### src/rtl/usb_xfer_router.sv
// usb_xfer_router: steers word-level USB transfers to code RAM, video frame
// buffer, left/right sound FIFOs or the key/status snapshot reader. Tracks the
// active transfer type, generates word addresses and pulses per-destination
// done strobes when a full transfer has been moved.
module usb_xfer_router #(
  parameter int CODE_WORDS   = 4194304,
  parameter int VIDEO_WORDS  = 32768,
  parameter int SOUND_WORDS  = 4,
  parameter int STATUS_WORDS = 8
) (
  input  logic         clk,
  input  logic         rst,
  input  logic [2:0]   usb_trans_type,
  input  logic         usb_wr,
  input  logic [31:0]  usb_wr_data,
  output logic         usb_wr_ready,
  input  logic         usb_rd,
  output logic [31:0]  usb_rd_data,
  output logic         usb_rd_valid,
  output logic         usb_rd_ready,
  output logic         code_we,
  output logic [21:0]  code_addr,
  output logic [31:0]  code_wdata,
  input  logic         code_ready,
  output logic         vram_we,
  output logic [14:0]  vram_addr,
  output logic [31:0]  vram_wdata,
  input  logic         vram_ready,
  output logic         snd_l_valid,
  output logic         snd_r_valid,
  output logic [31:0]  snd_wdata,
  input  logic         snd_l_ready,
  input  logic         snd_r_ready,
  input  logic [255:0] status_in,
  output logic         code_done,
  output logic         vram_frame_done,
  output logic         snd_l_done,
  output logic         snd_r_done,
  output logic         status_done
);

  localparam logic [2:0] S_IDLE   = 3'd0;
  localparam logic [2:0] S_CODE   = 3'd1;
  localparam logic [2:0] S_VIDEO  = 3'd2;
  localparam logic [2:0] S_SND_L  = 3'd3;
  localparam logic [2:0] S_SND_R  = 3'd4;
  localparam logic [2:0] S_STATUS = 3'd5;

  localparam logic [21:0] CODE_LAST   = 22'(CODE_WORDS - 1);
  localparam logic [21:0] VIDEO_LAST  = 22'(VIDEO_WORDS - 1);
  localparam logic [21:0] SOUND_LAST  = 22'(SOUND_WORDS - 1);
  localparam logic [21:0] STATUS_LAST = 22'(STATUS_WORDS - 1);

  // Map the USB transfer-type code onto the internal state encoding.
  function automatic logic [2:0] decode_type(input logic [2:0] t);
    logic [2:0] s;
    case (t)
      3'd1:    s = S_CODE;
      3'd2:    s = S_VIDEO;
      3'd6:    s = S_SND_L;
      3'd5:    s = S_SND_R;
      3'd3:    s = S_STATUS;
      default: s = S_IDLE;
    endcase
    return s;
  endfunction

  logic [2:0]   state_q, state_d;
  logic [21:0]  word_cnt_q, word_cnt_d;
  logic [255:0] snap_q, snap_d;
  logic [4:0]   done_q, done_d;

  logic         match_s;
  logic         sel_code_s, sel_video_s, sel_snd_l_s, sel_snd_r_s, sel_status_s;
  logic [21:0]  last_s;
  logic         accept_s;
  logic         wrap_s;

  // Type decode, mismatch detection and per-destination select lines.
  always_comb begin
    state_d      = decode_type(usb_trans_type);
    match_s      = (state_d == state_q);
    sel_code_s   = match_s && (state_q == S_CODE);
    sel_video_s  = match_s && (state_q == S_VIDEO);
    sel_snd_l_s  = match_s && (state_q == S_SND_L);
    sel_snd_r_s  = match_s && (state_q == S_SND_R);
    sel_status_s = match_s && (state_q == S_STATUS);
    case (state_q)
      S_CODE:   last_s = CODE_LAST;
      S_VIDEO:  last_s = VIDEO_LAST;
      S_SND_L:  last_s = SOUND_LAST;
      S_SND_R:  last_s = SOUND_LAST;
      S_STATUS: last_s = STATUS_LAST;
      default:  last_s = 22'd0;
    endcase
  end

  // Zero-latency write path plus snapshot read path, gated by the select lines.
  always_comb begin
    usb_wr_ready = (sel_code_s  && code_ready)  ||
                   (sel_video_s && vram_ready)  ||
                   (sel_snd_l_s && snd_l_ready) ||
                   (sel_snd_r_s && snd_r_ready);
    usb_rd_valid = sel_status_s;
    usb_rd_ready = sel_status_s;

    code_we     = sel_code_s && usb_wr && code_ready;
    code_addr   = sel_code_s ? word_cnt_q : 22'd0;
    code_wdata  = sel_code_s ? usb_wr_data : 32'd0;

    vram_we     = sel_video_s && usb_wr && vram_ready;
    vram_addr   = sel_video_s ? word_cnt_q[14:0] : 15'd0;
    vram_wdata  = sel_video_s ? usb_wr_data : 32'd0;

    snd_l_valid = sel_snd_l_s && usb_wr && snd_l_ready;
    snd_r_valid = sel_snd_r_s && usb_wr && snd_r_ready;
    snd_wdata   = (sel_snd_l_s || sel_snd_r_s) ? usb_wr_data : 32'd0;

    if (sel_status_s) begin
      usb_rd_data = snap_q[{word_cnt_q[2:0], 5'd0} +: 32];
    end else begin
      usb_rd_data = 32'd0;
    end
  end

  // Word counter, wrap detection, snapshot capture and done-pulse next state.
  always_comb begin
    accept_s   = (usb_wr && usb_wr_ready) || (usb_rd && usb_rd_valid);
    wrap_s     = accept_s && (word_cnt_q == last_s);
    word_cnt_d = word_cnt_q;
    snap_d     = snap_q;
    done_d     = 5'd0;
    if (!match_s) begin
      word_cnt_d = 22'd0;
    end else if (wrap_s) begin
      word_cnt_d = 22'd0;
    end else if (accept_s) begin
      word_cnt_d = word_cnt_q + 22'd1;
    end else begin
      word_cnt_d = word_cnt_q;
    end
    // Fresh coherent image on entry to STATUS and at the start of each repeat.
    if ((!match_s && (state_d == S_STATUS)) || (wrap_s && (state_q == S_STATUS))) begin
      snap_d = status_in;
    end else begin
      snap_d = snap_q;
    end
    if (wrap_s) begin
      done_d[0] = (state_q == S_CODE);
      done_d[1] = (state_q == S_VIDEO);
      done_d[2] = (state_q == S_SND_L);
      done_d[3] = (state_q == S_SND_R);
      done_d[4] = (state_q == S_STATUS);
    end else begin
      done_d = 5'd0;
    end
  end

  // State, counter, snapshot and done registers with synchronous reset.
  always_ff @(posedge clk) begin
    if (rst) begin
      state_q    <= S_IDLE;
      word_cnt_q <= 22'd0;
      snap_q     <= 256'd0;
      done_q     <= 5'd0;
    end else begin
      state_q    <= state_d;
      word_cnt_q <= word_cnt_d;
      snap_q     <= snap_d;
      done_q     <= done_d;
    end
  end

  assign code_done       = done_q[0];
  assign vram_frame_done = done_q[1];
  assign snd_l_done      = done_q[2];
  assign snd_r_done      = done_q[3];
  assign status_done     = done_q[4];

endmodule

### config.mk
export PLATFORM = sky130hd
export DESIGN_NAME = usb_xfer_router
export DESIGN_NICKNAME = d
export VERILOG_FILES = /design/src/rtl/usb_xfer_router.sv
export SDC_FILE = /design/constraint.sdc
export NUM_CORES = 1
export LEC_CHECK = 0
export ABC_CLOCK_PERIOD_IN_PS = 4700
export CAP_MARGIN = 20
export CORE_MARGIN = 8
export CORE_UTILIZATION = 52
export DETAILED_ROUTE_END_ITERATION = 16
export PLACE_DENSITY_LB_ADDON = 0.1
export SYNTH_ARGS = -nofsm -noshare
export SYNTH_HDL_FRONTEND = slang
export SYNTH_SLANG_ARGS = --single-unit
### constraint.sdc
create_clock -name clk -period 4.7 [get_ports clk]
set_input_delay 0.705 -clock clk [delete_from_list [all_inputs] [get_ports clk]]
set_output_delay 0.705 -clock clk [all_outputs]
set_load 0.02 [all_outputs]
==> results of run 1 <==
## report_power, final
part           leakage (nW)  total (mW)  internal, mW  switching [mW]
Clock                 0.479        2.28          1.31           0.970
Combinational          6.30       0.716         0.441           0.275
Sequential             2.32        2.54          2.50          0.0426
## cells in the final DEF, fill, tap and decap left out, drive strengths merged, types with 11 or more instances in the layout
cell / n
o21ai: 17
clkbuf: 42
nand3: 15
a32o: 14
clkinv: 11
mux2i: 288
nand2: 16
buf: 21
nand2b: 519
mux4: 64
dfxtp: 286
nor3: 11
and2: 136
clkdlybuf4s50: 474
nor2: 54
## flip-flops by register name, indices dropped and copies added (netlist names)
name and cells:
state_q 3, snap_q 256, word_cnt_q 22, done_q 5
## metal layers
layer / vias up / track usage (%) / routed length [um] / part of all wire (%)
met5: - / 0 / 73 / 0.15
met4: 12 / 9.34 / 1710 / 3.5
met3: 103 / 6.56 / 4160 / 8.5
met2: 492 / 45.0 / 24900 / 51
met1: 6138 / 27.9 / 18300 / 37
li1: 6344 / - / - / -
## tightest hold or removal path, delay by kind of cell, from the launching register on
kind / cells / cell delay (ps)
flip-flops: 1 / 300
multiplexers: 1 / 60
AND/OR/NAND/NOR: 1 / 60
## cell families (layout without fill, tap and decap cells)
family | Yosys count | in the layout | synth area share, %
adders and majority gates | 2 | 2 | 0.139
and+or+nand+nor | 802 | 802 | 30.0
xor gates and xnor gates | 2 | 2 | 0.108
AOI/OAI and AO/OA | 62 | 62 | 2.84
DFF | 286 | 286 | 35.3
buffers and inverters | 146 | 552 | 4.78
muxes | 354 | 354 | 26.8
other | 0 | 4 | 0
## cells in the mapped netlist, drive strengths merged (4+ instances only)
master and number:
a21o 6, a21oi 7, a32o 14, and2 136
and3 10, buf 43, clkbuf 99, dfxtp 286
inv 4, mux2i 288, mux4 64, nand2 16
nand2b 519, nand3 15, nor2 54, nor2b 5
nor3 11, nor3b 4, nor4 5, o21a 5
o21ai 17, or2 4, or3 4, or4 9
## cell type report
| type | instances | area (sq um) |
|---|---|---|
| Inverter | 4 | 15.0 |
| Clock inverter | 11 | 55.1 |
| Multi-Input combinational cell | 1222 | 9720 |
| Sequential cell | 286 | 5730 |
| Tap cell | 396 | 495 |
| Fill cell | 2397 | 8800 |
| Antenna cell | 4 | 10.0 |
| Timing Repair Buffer | 495 | 4950 |
| Clock buffer | 42 | 888 |
## through the flow
step                      power (mW)  util, %  hold slack (ps)  cell area, sq um  instances
final                           5.53     71.3              471             21900       2460
after global routing            5.73     71.3              490             21900       2458
after CTS                       5.58     71.3              474             21900       2456
after detailed placement        3.31     68.2              463             20900       2403
after global placement          3.30     68.2              457             20900       2403
after floorplan                 2.96        -              449             16200       1654
## path summary, 6_finish.rpt
check                                  startpoint      endpoint  depth (start not counted)
worst min-delay path                   snap_q[94]    snap_q[94]                          2
worst min register to register         snap_q[94]    snap_q[94]                          2
worst max-delay path            usb_trans_type[1]  snd_wdata[3]                          9
worst max register to register         state_q[0]    snap_q[99]                          7
==> metrics.yaml, run 1 <==
outcome: "finished, final reports clean"
cts_hold_buf: 0
synthCells: 1654
worstSetupEndpointType: "output port"
postCtsSetupBuffers: 0
ioPinCount: 476
syn_area_sq_um: 16200
die_w_um: 193
setup_viol: 0
core_area_sq_um: 30700
routabilityCongestion: 0.936
clock_path_buffers: 3
rsz0062_at_grt: "no"
critPathKind: "primary input to output port"
die_h_um: 193
worst_pin_slew_ps: 1040
synth_area_leader_cell: "dfxtp_1"
crit_fanout: 32
crit_top_cell: "clkdlybuf4s50_1"
drt-wirelength-per-cell_um: 20.0
arrival_ps: 3510
dpl.hpwl_mm: 36.6
cts.sinks: 286
portBuffers: 475
vias_per_cell: 5.32
synth-seq-area-share_pct: 35.3
synthTopCellsByArea: "dfxtp_1, nand2b_1, mux2i_1"
cts_tree: "done"
die_area_sq_um: 37100
final.min_clock_period_ps: 4220
grt.overflow.total: 0
initial_core_util_pct: 52.8
first_iter_violations: 823
synth.top_cell.area_share_pct: 35.3
drv_slew: 0
clk_pin_slew_ps: 60
cp.required_ps: 3990
drtPass1Iterations: 5
synthToLayoutAreaGrowth_pct: 34.9
fmax_ghz: 0.237
cpLargestDelayFamily: "buffers and inverters"
grt_pass1_vias: 13300
syn_area_per_cell_sq_um: 9.80
grt_pass1_wl_mm: 73.4
ys_ff_latch: 286
cts_max_level: 1
finalCritPeriodShare_pct: 89.7
drtAntennaViolNets: 0
max_stage_delay_ps: 650
ys.flop_type: "dfxtp_1"
syn-num-nets: 1954
clock_tree.root_cell: "clkbuf_16"
critPathLaunchType: "primary input"
cts_buffers: 30
cpMaxStageDelayCell: "clkdlybuf4s50_1"
cts_resized: 0
route.detailed.drc: 0
grt_usage_pct: 25.0
yosysWarnings: 0
synth_cell_types: 54
routed_wl_mm: 49.1
async_reset_ff_share_pct: 0
cap_violations: 0
row_count: 64
path_buf_inv: 3
hp-class: "flop to flop"
nNetsFinal: 2339
power.leakage_nw: 9.10
maxSlewHeadroom_pct: 30.5
setup_ws_ps: 484
powerDensity_nw_per_um2: 253
synth_edf_count: 0
vdd_ir_drop_max_mv: 0.227
dpl_worst_slack_ps: 479
insertion_delay_ps: 550
critical_path.cell_chain: "clkdlybuf4s50_1 > xnor2_1 > mux2_1 > o21ba_2 > o21a_1 > nor2_1 > buf_4 > and2_1 > clkdlybuf4s50_1"
finalHoldViolCount: 0
grt_max_degree: 246
drive_above_1_share_pct: 7.09
vias: 13100
skew_ps: 13.6
tns_ps: 0
reg2reg_slack_ps: 1090
antenna_found_initial: 8
No activity file was read; power rests on OpenSTA's default activity.
==> run 2, diff against run 1 <==
--- a/config.mk
+++ b/config.mk
@@ -10,7 +10,10 @@
 export CORE_MARGIN = 8
 export CORE_UTILIZATION = 52
 export DETAILED_ROUTE_END_ITERATION = 16
+export MAX_ROUTING_LAYER = met4
 export PLACE_DENSITY_LB_ADDON = 0.1
+export REMOVE_ABC_BUFFERS = 1
+export SETUP_SLACK_MARGIN = 0.4
 export SYNTH_ARGS = -nofsm -noshare
 export SYNTH_HDL_FRONTEND = slang
 export SYNTH_SLANG_ARGS = --single-unit
==> metrics.yaml, run 2 (synthesized netlist as in run 1, its figures left out) <==
reg2reg_slack_ps: 1240  # was 1090 ps
critical_path.cell_chain: "clkdlybuf4s50_1 > nand2b_1 > mux2_1 > o21ba_2 > o21a_1 > nor2_1 > buf_6 > and2_1 > clkdlybuf4s50_1"  # was clkdlybuf4s50_1 > xnor2_1 > mux2_1 > o21ba_2 > o21a_1 > nor2_1 > buf_4 > and2_1 > clkdlybuf4s50_1
fmax_ghz: 0.241  # was 0.237 GHz
core_area_sq_um: 30700  # unchanged
hp-class: "flop to flop"  # unchanged
clock_tree.root_cell: "clkbuf_16"  # unchanged
path_buf_inv: 3  # unchanged
cts.sinks: 286  # unchanged
final.min_clock_period_ps: 4140  # was 4220 ps
dpl.hpwl_mm: 36.0  # was 36.6 mm
fillers: 2379  # was 2397
largest_reg_flops: 256  # unchanged
antenna_found_initial: 13  # was 8
grt_pass1_vias: 13500  # was 13300
nNetsFinal: 2344  # was 2339
final_common_cell: "nand2b_1"  # unchanged
cap_violations: 0  # unchanged
vdd_ir_drop_max_mv: 0.199  # was 0.227 mV
finalInstanceArea_sq_um: 22100  # was 21900 sq um
vias_per_cell: 5.27  # was 5.32
vias: 13100  # about the same
powerDensity_nw_per_um2: 257  # was 253 nW/um^2
cpMaxStageDelayCell: "clkdlybuf4s50_1"  # unchanged
insertion_delay_ps: 550  # about the same
maxSlewHeadroom_pct: 24.2  # was 30.5%
skew_ps: 15.8  # was 13.6 ps
portBuffers: 475  # unchanged
use_met3_pct: 5.85  # was 6.56%
cts_hold_buf: 0  # unchanged
critPathLaunchType: "primary input"  # unchanged
drtAntennaViolNets: 0  # unchanged
grt.overflow.total: 0  # unchanged
outcome: "finished, final reports clean"  # unchanged
initial_core_util_pct: 52.8  # unchanged
drtPass1Iterations: 5  # unchanged
power.leakage_nw: 9.17  # was 9.10 nW
clock_path_buffers: 3  # unchanged
placed_area_sq_um: 21000  # was 20900 sq um
holdCritStartpoint: "snap_q[219]"  # was snap_q[94]
die_h_um: 193  # unchanged
grt_usage_pct: 26.1  # was 25.0%
clk_pin_slew_ps: 60  # about the same
first_iter_violations: 686  # was 823
finalCritPeriodShare_pct: 88.1  # was 89.7%
drt-wirelength-per-cell_um: 20.0  # about the same
r2r_cells: 8  # was 7
top_regs: "snap_q x256, word_cnt_q x22, done_q x5"  # unchanged
r2r-start: "state_q[1]"  # was state_q[0]
cp.required_ps: 3990  # about the same
use_met2_pct: 46.0  # was 45.0%
finalHoldViolCount: 0  # unchanged
cts_buffers: 31  # was 30
crit_top_cell: "clkdlybuf4s50_1"  # unchanged
ioPinCount: 476  # unchanged
min_path_cells: 2  # unchanged
regArea_sq_um: 5730  # unchanged
routed_wl_mm: 49.5  # was 49.1 mm
route.detailed.drc: 0  # unchanged
grt_max_degree: 219  # was 246
worstSetupEndpointType: "output port"  # unchanged
crit_fanout: 32  # unchanged
timing.rr.end: "snap_q[179]"  # was snap_q[99]
setup_viol: 0  # unchanged
critPathKind: "primary input to output port"  # unchanged
arrival_ps: 3440  # was 3510 ps
use_met1_pct: 27.7  # was 27.9%
row_count: 64  # unchanged
die_w_um: 193  # unchanged
synthToLayoutAreaGrowth_pct: 36.2  # was 34.9%
rsz0062_at_grt: "no"  # unchanged
worst_pin_slew_ps: 1140  # was 1040 ps
finalPower_mw: 5.67  # was 5.53 mW
grt_busiest_layer: "met2"  # unchanged
drv_slew: 0  # unchanged
worstHoldEndpoint: "snap_q[219]"  # was snap_q[94]
drive_above_1_share_pct: 7.21  # was 7.09%
cpLargestDelayFamily: "buffers and inverters"  # unchanged
grt_pass1_wl_mm: 74.4  # was 73.4 mm
cts_max_level: 1  # unchanged
finalCoreUtilization_pct: 72.0  # was 71.3%
tns_ps: 0  # unchanged
routabilityCongestion: 0.945  # was 0.936
cts_tree: "done"  # unchanged
max_stage_delay_ps: 610  # was 650 ps
top_register: "snap_q"  # unchanged
multiInputGateArea_sq_um: 9730  # was 9720 sq um
most-common-layout-cells: "nand2b_1, clkdlybuf4s50_1, mux2i_1, dfxtp_1, and2_1"  # unchanged
die_area_sq_um: 37100  # unchanged
==> run 2: final cells by class <==
class	count	share of cell area (%)
multi-input combinational	1222	44.1
inverter	4	0.0680
timing repair buffer	499	22.9
clock buffer	49	4.14
antenna	15	0.170
tap	396	2.25
clock inverter	7	0.397
sequential	286	26.0
==> run 2: worst min-delay path, cell delays in order (launching register included) <==
cell      delay (ps)
dfxtp_1          310
nand2b_1          60
mux2i_1           60
==> run 2: per-layer routing <==
metal  up-vias  wire [um]  part of all wire [%]
met3        97       3640                   7.4
li1       6376          -                     -
met2       440      25300                    51
met1      6148      18500                    37
met5         -          0                     0
met4         0       2030                   4.1
==> run 2: where the power goes <==
part / switching, mW / total (mW) / internal (mW)
sequential: 0.0427 / 2.54 / 2.50
combinational: 0.277 / 0.721 / 0.444
clock: 0.973 / 2.40 / 1.43
==> run 2: worst max-delay path by stage <==
stage                            startpoint             to  slack [ps]  depth (start not counted)
after detailed placement  usb_trans_type[1]  snd_wdata[13]         460                          9
after global placement    usb_trans_type[1]   snd_wdata[2]         520                          9
after CTS                 usb_trans_type[1]  snd_wdata[13]         450                          9
final                     usb_trans_type[2]  snd_wdata[13]         560                          9
after floorplan               word_cnt_q[0]      snap_q[0]       -8170                          6
after global routing      usb_trans_type[2]   snd_wdata[5]         410                          9
==> run 2: metrics by stage <==
step | setup WS, ps | hold slack (ps) | std cells
3_3_place_gp | 520 | 457 | 2407
5_1_grt | 410 | 490 | 2476
3_5_place_dp | 455 | 464 | 2407
6_report | 559 | 474 | 2478
2_1_floorplan | -8170 | 448 | 1512
4_1_cts | 449 | 476 | 2463
==> run 2: repair_timing <==
item	in CTS	in global routing
setup buffers	0	0
resized for setup	0	2
setup endpoints to repair	0	32
